$ cat src/rtl/led_ctrl_pkg.sv
// Shared state encoding, bus widths and saturating duty helpers for the LED fade scheduler.
package led_ctrl_pkg;

  localparam int DUTY_W  = 8;
  localparam int LIGHT_W = 10;

  typedef enum logic [2:0] {
    IDLE     = 3'd0,
    FADE_IN  = 3'd1,
    HOLD     = 3'd2,
    FADE_OUT = 3'd3,
    OVERRIDE = 3'd4
  } led_state_t;

  // Widen by one bit so d + step cannot wrap before the clamp compare.
  function automatic logic [DUTY_W-1:0] duty_up(input logic [DUTY_W-1:0] d,
                                                input logic [DUTY_W-1:0] step,
                                                input logic [DUTY_W-1:0] lim);
    logic [DUTY_W:0] sum;
    sum = {1'b0, d} + {1'b0, step};
    duty_up = (sum >= {1'b0, lim}) ? lim : sum[DUTY_W-1:0];
  endfunction

  function automatic logic [DUTY_W-1:0] duty_down(input logic [DUTY_W-1:0] d,
                                                  input logic [DUTY_W-1:0] step);
    duty_down = (d <= step) ? '0 : d - step;
  endfunction

endpackage

$ cat src/rtl/led_tick_gen.sv
// Free-running STEP_CYCLES divider; tick is high for exactly one cycle as the count wraps.
// No backpressure; the count ignores everything except reset.
module led_tick_gen #(
  parameter int STEP_CYCLES = 50_000
) (
  input  logic clk,
  input  logic rst,
  output logic tick
);
  localparam int CNT_W = (STEP_CYCLES > 1) ? $clog2(STEP_CYCLES) : 1;
  localparam logic [CNT_W-1:0] LAST = CNT_W'(STEP_CYCLES - 1);

  logic [CNT_W-1:0] cnt;

  assign tick = (cnt == LAST);

  always_ff @(posedge clk or negedge rst) begin
    if (!rst)      cnt <= '0;
    else if (tick) cnt <= '0;
    else           cnt <= cnt + 1'b1;
  end

endmodule

$ cat src/rtl/led_fade_scheduler.sv
// LED brightness sequencer: motion/light driven fade-in, hold, fade-out, plus manual override.
// Sensor inputs reach the FSM after a 2-flop synchroniser (acts on 3rd edge); no backpressure.
module led_fade_scheduler
  import led_ctrl_pkg::*;
#(
  parameter int STEP_CYCLES = 50_000,
  parameter int HOLD_STEPS  = 5000,
  parameter int DARK_TH     = 300,
  parameter int BRIGHT_TH   = 600,
  parameter int MAX_DUTY    = 255,
  parameter int FADE_STEP   = 1
) (
  input  logic               clk,
  input  logic               rst,
  input  logic               motion,
  input  logic [LIGHT_W-1:0] light_sensor,
  input  logic               ovr_req,
  input  logic [DUTY_W-1:0]  ovr_duty,
  output logic               ovr_ack,
  output logic [DUTY_W-1:0]  duty,
  output logic               led_en,
  output logic               busy,
  output logic [2:0]         state
);
  localparam int HOLD_W = $clog2(HOLD_STEPS + 1);
  localparam logic [HOLD_W-1:0]  HOLD_LOAD  = HOLD_W'(HOLD_STEPS);
  localparam logic [DUTY_W-1:0]  DUTY_MAX   = DUTY_W'(MAX_DUTY);
  localparam logic [DUTY_W-1:0]  DUTY_STEP  = DUTY_W'(FADE_STEP);
  localparam logic [LIGHT_W-1:0] DARK_LVL   = LIGHT_W'(DARK_TH);
  localparam logic [LIGHT_W-1:0] BRIGHT_LVL = LIGHT_W'(BRIGHT_TH);

  logic              motion_m, motion_s;
  logic              ovr_m, ovr_s;
  logic              tick;
  logic              dark;
  led_state_t        state_q, state_d;
  logic [DUTY_W-1:0] duty_d;
  logic [HOLD_W-1:0] hold_q, hold_d;

  led_tick_gen #(.STEP_CYCLES(STEP_CYCLES)) u_tick (
    .clk  (clk),
    .rst  (rst),
    .tick (tick)
  );

  // Between the two thresholds dark keeps its last value (hysteresis band).
  always_ff @(posedge clk or negedge rst) begin
    if (!rst) begin
      motion_m <= 1'b0;
      motion_s <= 1'b0;
      ovr_m    <= 1'b0;
      ovr_s    <= 1'b0;
      dark     <= 1'b0;
    end else begin
      motion_m <= motion;
      motion_s <= motion_m;
      ovr_m    <= ovr_req;
      ovr_s    <= ovr_m;
      if (light_sensor < DARK_LVL)        dark <= 1'b1;
      else if (light_sensor > BRIGHT_LVL) dark <= 1'b0;
    end
  end

  always_comb begin
    state_d = state_q;
    duty_d  = duty;
    hold_d  = hold_q;
    if (ovr_s && (state_q != OVERRIDE)) begin
      state_d = OVERRIDE;
      duty_d  = ovr_duty;
    end else begin
      unique case (state_q)
        IDLE: begin
          duty_d = '0;
          if (motion_s && dark) state_d = FADE_IN;
        end
        FADE_IN: begin
          if (!dark) begin
            state_d = FADE_OUT;
          end else if (tick) begin
            duty_d = duty_up(duty, DUTY_STEP, DUTY_MAX);
            if (duty_d == DUTY_MAX) begin
              state_d = HOLD;
              hold_d  = HOLD_LOAD;
            end
          end
        end
        HOLD: begin
          if (!dark)               state_d = FADE_OUT;
          else if (motion_s)       hold_d  = HOLD_LOAD;
          else if (hold_q == '0)   state_d = FADE_OUT;
          else if (tick)           hold_d  = hold_q - 1'b1;
        end
        FADE_OUT: begin
          // Re-entering FADE_IN keeps the current duty so the LED never blinks off.
          if (motion_s && dark) begin
            state_d = FADE_IN;
          end else if (duty == '0) begin
            state_d = IDLE;
          end else if (tick) begin
            duty_d = duty_down(duty, DUTY_STEP);
            if (duty_d == '0) state_d = IDLE;
          end
        end
        OVERRIDE: begin
          if (!ovr_s) state_d = FADE_OUT;
          else        duty_d  = ovr_duty;
        end
        default: begin
          state_d = IDLE;
          duty_d  = '0;
        end
      endcase
    end
  end

  // Status flags are decoded from the next-state values so they change on the same edge.
  always_ff @(posedge clk or negedge rst) begin
    if (!rst) begin
      state_q <= IDLE;
      duty    <= '0;
      hold_q  <= '0;
      ovr_ack <= 1'b0;
      led_en  <= 1'b0;
      busy    <= 1'b0;
    end else begin
      state_q <= state_d;
      duty    <= duty_d;
      hold_q  <= hold_d;
      ovr_ack <= (state_d == OVERRIDE);
      led_en  <= (duty_d != '0);
      busy    <= (state_d == FADE_IN) || (state_d == FADE_OUT);
    end
  end

  assign state = state_q;

endmodule
$ cat config.mk
export PLATFORM = sky130hd
export DESIGN_NAME = led_fade_scheduler
export DESIGN_NICKNAME = d
export VERILOG_FILES = /design/src/rtl/led_ctrl_pkg.sv /design/src/rtl/led_tick_gen.sv /design/src/rtl/led_fade_scheduler.sv
export SDC_FILE = /design/constraint.sdc
export NUM_CORES = 1
export LEC_CHECK = 0
export CAP_MARGIN = 20
export CORE_UTILIZATION = 50
export DETAILED_ROUTE_END_ITERATION = 7
export HOLD_SLACK_MARGIN = 0.05
export PLACE_DENSITY = 0.73
export SYNTH_ARGS = -nofsm -noshare
export SYNTH_HDL_FRONTEND = slang
export SYNTH_SLANG_ARGS = --single-unit
$ cat constraint.sdc
create_clock -name clk -period 4.45 [get_ports clk]
set_input_delay 0.89 -clock clk [delete_from_list [all_inputs] [get_ports clk]]
set_output_delay 0.89 -clock clk [all_outputs]
set_load 0.01 [all_outputs]
======== After elaboration in Yosys (flattened, before gate mapping) ========
Index checks and enable logic that the tools add are counted.
cells by class
  add/subtract/negate cells ............... 4
  $lt $le $gt $ge ......................... 4
  equal/unequal tests ..................... 16
  mux-type cells .......................... 35
  bitwise logic cells ..................... 1
  reduce and logical (&&, ||, !) cells .... 11
operator list
  cell                                                                count
  two-way mux 13 bit                                                  7
  two-way mux 8 bit                                                   9
  two-way mux 3 bit                                                   13
  case mux 8 bit (4 select lines)                                     1
  case mux 13 bit (2 select lines)                                    1
  adder 16 x 1 -> 16 bit (second input constant)                      1
  equality test 16 bit (second input constant)                        1
  zero test 8 bit                                                     2
  two-way mux 16 bit                                                  1
  case mux 3 bit (5 select lines)                                     1
  zero test 13 bit                                                    1
  subtractor 13 x 1 -> 13 bit (second input constant)                 1
  > comparator 10 bit (second input constant)                         1
  < comparator 10 x 9 -> 1 bit (second input constant)                1
  adder 8 x 1 -> 9 bit (second input constant)                        1
  equality test 3 x 2 -> 1 bit (second input constant)                3
  greater-or-equal comparator 9 x 8 -> 1 bit (second input constant)  1
  != test 3 bit (second input constant)                               3
  equality test 8 bit (second input constant)                         1
  less-or-equal comparator 8 x 1 -> 1 bit (second input constant)     1
  != test 2 bit (second input constant)                               4
  AND reduction 8 bit                                                 1
  nonzero test 8 bit                                                  1
  subtractor 8 x 1 -> 8 bit (second input constant)                   1
  other kinds (8)                                                     13
word-level totals
  register bits ........................... 48
  input port bits ......................... 22
  output and inout port bits .............. 14
  word-level logic and storage cells ...... 83

======== Longest topological paths before layout ========
  depth in word-level cells ............... 11
  gate-level depth with buffers ........... 12
  gate-level depth less buffers ........... 10

======== Hierarchy ========
From an unflattened synthesis, not the netlist that was laid out.
second synthesis, totals
  cell total of the unflattened synthesis .. 388
  area total of the unflattened synthesis .. 3398.3 µm²
by module, submodules not included
  module              times used  cells each  area an instance (µm²)  sequential area each (µm²)
  led_fade_scheduler  1           321         2636.3                  800.8
  led_tick_gen        1           67          762.0                   400.4

======== Worst setup path before layout ========
No wires, ideal clock.
  kind .................................... reg2reg
  from .................................... register duty[0]
  to ...................................... register led_en
  setup time .............................. 0.139 ns
  data arrival time ....................... 2.646 ns
  data required time ...................... 4.311 ns
  setup slack ............................. 1.666 ns
  stages on the path, launching flop included .. 12
  buffers on the path ..................... 2
  period minus slack after synthesis ...... 2.784 ns
  path through ............................ dfrtp_1 -> buf_2 -> inv_1 -> ha_1 -> clkbuf_1 -> o311ai_1 -> nand4_1 -> o21ai_0 -> a21o_1 -> nand4b_1 -> or4_1 -> or4_1
between the ends
  word-level cells in the longest chain between the ends .. 8
  elaborated cells between the ends (all ways) .. 16
  those cells by class .................... add/sub: 2; order compare: 2; mux: 10; reduce/logical: 2
ends and longest elaborated chain
  item                                                                             RTL line                                            text
  start: declaration                                                               led_fade_scheduler.sv:20                            output logic [DUTY_W-1:0] duty,
  start signal: assignment                                                         led_fade_scheduler.sv:128                           duty <= duty_d;
  adder 8 x 1 -> 9 bit (tied with other cells)                                     led_ctrl_pkg.sv:20                                  sum = {1'b0, d} + {1'b0, step};
  greater-or-equal comparator 9 x 8 -> 1 bit or two-way mux 8 bit (tied branches)  led_ctrl_pkg.sv:21, led_ctrl_pkg.sv:26
  two-way mux 8 bit (on tied branches)                                             led_ctrl_pkg.sv:21, led_fade_scheduler.sv:100
  two-way mux 8 bit (on tied branches)                                             led_fade_scheduler.sv:80, led_fade_scheduler.sv:98
  two-way mux 8 bit (on tied branches)                                             led_fade_scheduler.sv:78, led_fade_scheduler.sv:96
  case mux 8 bit (4 select lines) (*)                                              led_fade_scheduler.sv:72                            unique case (state_q)
  two-way mux 8 bit (*)                                                            led_fade_scheduler.sv:68                            if (ovr_s && (state_q != OVERRIDE)) begin
  via duty_d[6]                                                                    led_fade_scheduler.sv:37                            logic [DUTY_W-1:0] duty_d;
  nonzero test 8 bit (*)                                                           led_fade_scheduler.sv:131                           led_en <= (duty_d != '0);
  end signal: assignment                                                           led_fade_scheduler.sv:131
  end: declaration                                                                 led_fade_scheduler.sv:21                            output logic led_en,
The timed path passes the listed nets; every way through them passes the cells marked *.
A chain may end at the register's enable or synchronous reset.

======== Worst setup path in the final report ========
  from .................................... register duty[0]
  to ...................................... register hold_q[10]
between the ends
  word-level cells in the longest chain between the ends .. 6
ends and longest elaborated chain
  item                                        RTL line                   text
  adder 8 x 1 -> 9 bit (*)                    led_ctrl_pkg.sv:20
  greater-or-equal comparator 9 x 8 -> 1 bit  led_ctrl_pkg.sv:21         duty_up = (sum >= {1'b0, lim}) ? lim : sum[DUTY_W-1:0];
  two-way mux 8 bit (*)                       led_ctrl_pkg.sv:21
  equality test 8 bit (*)                     led_fade_scheduler.sv:82   if (duty_d == DUTY_MAX) begin
  != test 2 bit (no source line) (*)          -
  AND reduction 8 bit (no source line) (*)    -
  end signal: assignment                      led_fade_scheduler.sv:129  hold_q <= hold_d;
  end: declaration                            led_fade_scheduler.sv:38   logic [HOLD_W-1:0] hold_q, hold_d;
Every way passes the cells marked *; elsewhere a longest branch is shown, timed or not.

==> results_dict.tcl <==
set metrics [dict create \
    numCtsBuffers 5 \
    yosys_warnings 0 \
    postCtsSetupRepairBufs 0 \
    clkLatencyLatePin_ps 310 \
    critPathMaxStageDelay_ps 840 \
    routed_wl_um 7030 \
    setup_repair_after_global_routing_missed_its_margin "no" \
    critPathArrivalTime_ps 3750 \
    yosys_register_bits 48 \
    synth_top_family_by_area "simple AND/OR/NAND/NOR gates" \
    min_path_cells 0 \
    async_reset_ff_frac 1.00 \
    first_global_vias 2492 \
    finalCritPeriodShare 0.787 \
    route.detailed.drc 0 \
    post_cts_resized 0 \
    post_synth_inst_count 351 \
    vias 2768 \
    grt_use_total 0.235 \
    design.die.area_mm2 0.00660 \
    max_freq_mhz 286 \
    synth.cell_area_mm2 0.00314 \
    cp_max_fo 17 \
    drt_first_iter_violations 298 \
    synthSimpleGateAreaFrac 0.291 \
    synth_compound_area_frac 0.193 \
    synth.yosys.seq_area_share 0.382 \
    slew_violations 0 \
    totalNegativeSetupSlack_ps 0 \
    design.core.area_mm2 0.00599 \
    ir_worst_vdd_uv 223 \
    worst_setup_hold_path_clk_slew_ps 100 \
    yosys_most_used_dff "sky130_fd_sc_hd__dfrtp_1" \
    area_growth_pct 14.5 \
    floorplan.io_pins 36 \
    hpwl_um 5000 \
    hold_violations 0 \
    via_per_inst 6.14 \
    max_cap_viol_count 0 \
    syn-num-nets 380 \
    tightest_slew_ps 823 \
    post_synth_mux_area_share 0.00956 \
    antenna_found_initial 0 \
    critPathBufInv 0 \
    yosys.area_share.adder 0.0279 \
    layout_cell_share_with_drive_strength_beyond_1 0.0851 \
    post_cts_hold_buffer_count 0 \
    setup_viol 0 \
    start_util 0.524 \
    fp_rows 28 \
    final_antenna_net_count 0 \
    clock_sinks 48 \
    ys_types 71 \
    drt_pre_antenna_iters 5 \
    clock_tree_from_tritoncts "done" \
    wl_per_cell_um 15.6 \
    postLayoutCoreUtil 0.600 \
    start_kind "flip-flop" \
    worst-path-stages 9 \
    worstSetupPathType "reg2reg" \
    crit_slowest_cell "sky130_fd_sc_hd__a2111oi_4" \
    hp-class "reg2reg" \
    port_buffers 35 \
    clock_path_buffers 2 \
    grt_pass1_wl_um 11900 \
    final_weighted_congestion_in_routability_driven_placement 0.943 \
    ctsHtreeMaxLevel 2 \
    outcome "finished clean" \
    grt_max_degree 49 \
    synth.avg_cell_area_um2 8.95 \
    insertedDiodeCount 0 \
    cp-end-kind "flip-flop" \
    floorplan.die.width_um 81.3 \
    crit_chain "ha_1, nand2_1, o22ai_1, a21oi_1, nor4_2, o21ai_1, a2111oi_4, and2_1, a32o_1" \
    critical_path.top_delay_family "compound AO/OA/AOI/OAI gates" \
    worst_r2r_path_cells 9 \
    fin_skew_ps 10.2 \
    static-leakage-power_nw 1.46 \
    slew_headroom 0.451 \
    post_synth_xor_area_fraction 0.0502 \
    layout.nets 404 \
    critical_path_required_ps 4700 \
    die_h_um 81.3 \
    globalRoute.totalOverflow 0 \
    synth_enable_flop_cells 0 \
    ctsRootBufferMaster "sky130_fd_sc_hd__clkbuf_8" \
    powerDensity_mw_per_mm2 313 \
    period_minus_slack_ps 3500 \
]
==> cells in the mapped netlist (all sizes together) (3+ instances only) <==
| master | number | area share |
|---|---|---|
| a21oi | 19 | 0.030 |
| nand2 | 31 | 0.037 |
| dfrtp | 48 | 0.38 |
| clkbuf | 7 | 0.0088 |
| inv | 10 | 0.012 |
| a31oi | 12 | 0.026 |
| and4 | 5 | 0.014 |
| xnor2 | 9 | 0.025 |
| ha | 7 | 0.028 |
| o21ai | 22 | 0.036 |
| nand3 | 19 | 0.034 |
| and2 | 4 | 0.0084 |
| buf | 13 | 0.025 |
| o31ai | 3 | 0.0072 |
| nor2 | 33 | 0.040 |
| nand2b | 5 | 0.010 |
| nor3 | 18 | 0.033 |
| a21o | 3 | 0.0072 |
| a22o | 3 | 0.0084 |
| xor2 | 9 | 0.025 |
| nor4 | 9 | 0.027 |
| and3 | 5 | 0.010 |
| o22ai | 5 | 0.012 |
| nand4 | 5 | 0.015 |
| mux2i | 3 | 0.0096 |
| or3 | 4 | 0.0080 |
| nand4b | 3 | 0.0084 |
| or4 | 4 | 0.0096 |
==> through the flow <==
step	hold WS [ps]	power (mW)	setup WS, ps	std cells	instance area, um2
6_report	356	1.13	949	451	3600
3_5_place_dp	339	0.851	994	442	3480
3_3_place_gp	333	0.847	1150	442	3480
2_1_floorplan	331	0.751	1670	351	3140
4_1_cts	360	1.13	999	450	3580
5_1_grt	373	1.20	687	451	3600
==> cells in the final DEF, fill, tap and decap left out, drive strengths merged, types with 5 or more instances in the layout <==
master and count:
xor2 9, o21ai 22, nor3 18, dfrtp 48
nand3 19, nand4 5, nor4 9, clkbuf 6
and4 5, nor2 33, o22ai 5, inv 11
ha 7, clkdlybuf4s50 34, nand2b 5, a21oi 19
a31oi 12, nand2 31, and3 5, xnor2 9
==> cell families (layout without fill, tap and decap cells) <==
logic type,after synthesis,in the layout
XOR/XNOR,18,18
adder cells (fa/ha/maj),7,7
AND/OR/NAND/NOR,157,157
buffers and inverters,30,55
flip-flops,48,48
AO/OA/AOI/OAI,88,88
multiplexers,3,3
==> final cells by class <==
class                      count  area, um2
inverter                      10       37.5
multi-input combinational    273       1790
sequential                    48       1200
timing repair buffer          37        373
tap                           75       93.8
clock buffer                   6       82.6
fill                         504       2390
clock inverter                 2       13.8
==> worst register-to-register path, delay by kind of cell (launching register included) <==
| kind | cells | cell delay, ps |
|---|---|---|
| flip-flops | 1 | 610 |
| adder cells (fa/ha/maj) | 1 | 380 |
| AO/OA/AOI/OAI | 5 | 1510 |
| AND/OR/NAND/NOR | 3 | 960 |
==> worst paths after layout <==
| kind | endpoint | startpoint | slack [ps] |
|---|---|---|---|
| max in group asynchronous | dark | rst | 3520 |
| min in group asynchronous | duty[6] | rst | 440 |
| min | ovr_s | ovr_m | 360 |
| max | hold_q[10] | duty[0] | 950 |
| max reg2reg | hold_q[10] | duty[0] | 950 |
| min reg2reg | ovr_s | ovr_m | 360 |
==> state kept, by name, indices dropped and copies added, names as in the netlist <==
signal	flops
motion_m	1
hold_q	13
dark	1
duty	8
ovr_m	1
state	3
motion_s	1
u_tick.cnt	16
led_en	1
ovr_s	1
busy	1
ovr_ack	1
==> where the power goes <==
part           internal (mW)  switching [mW]
sequential             0.477          0.0761
combinational          0.140           0.156
clock                  0.127           0.151
==> routing by layer <==
metal  share of wire  GRT usage  vias up
met1            0.48      0.342     1313
met3           0.067     0.0494       13
met2            0.44      0.350      106
met5               0          0        -
met4           0.015     0.0661        0
li1                -          -     1336
No activity file was read; power rests on OpenSTA's default activity.
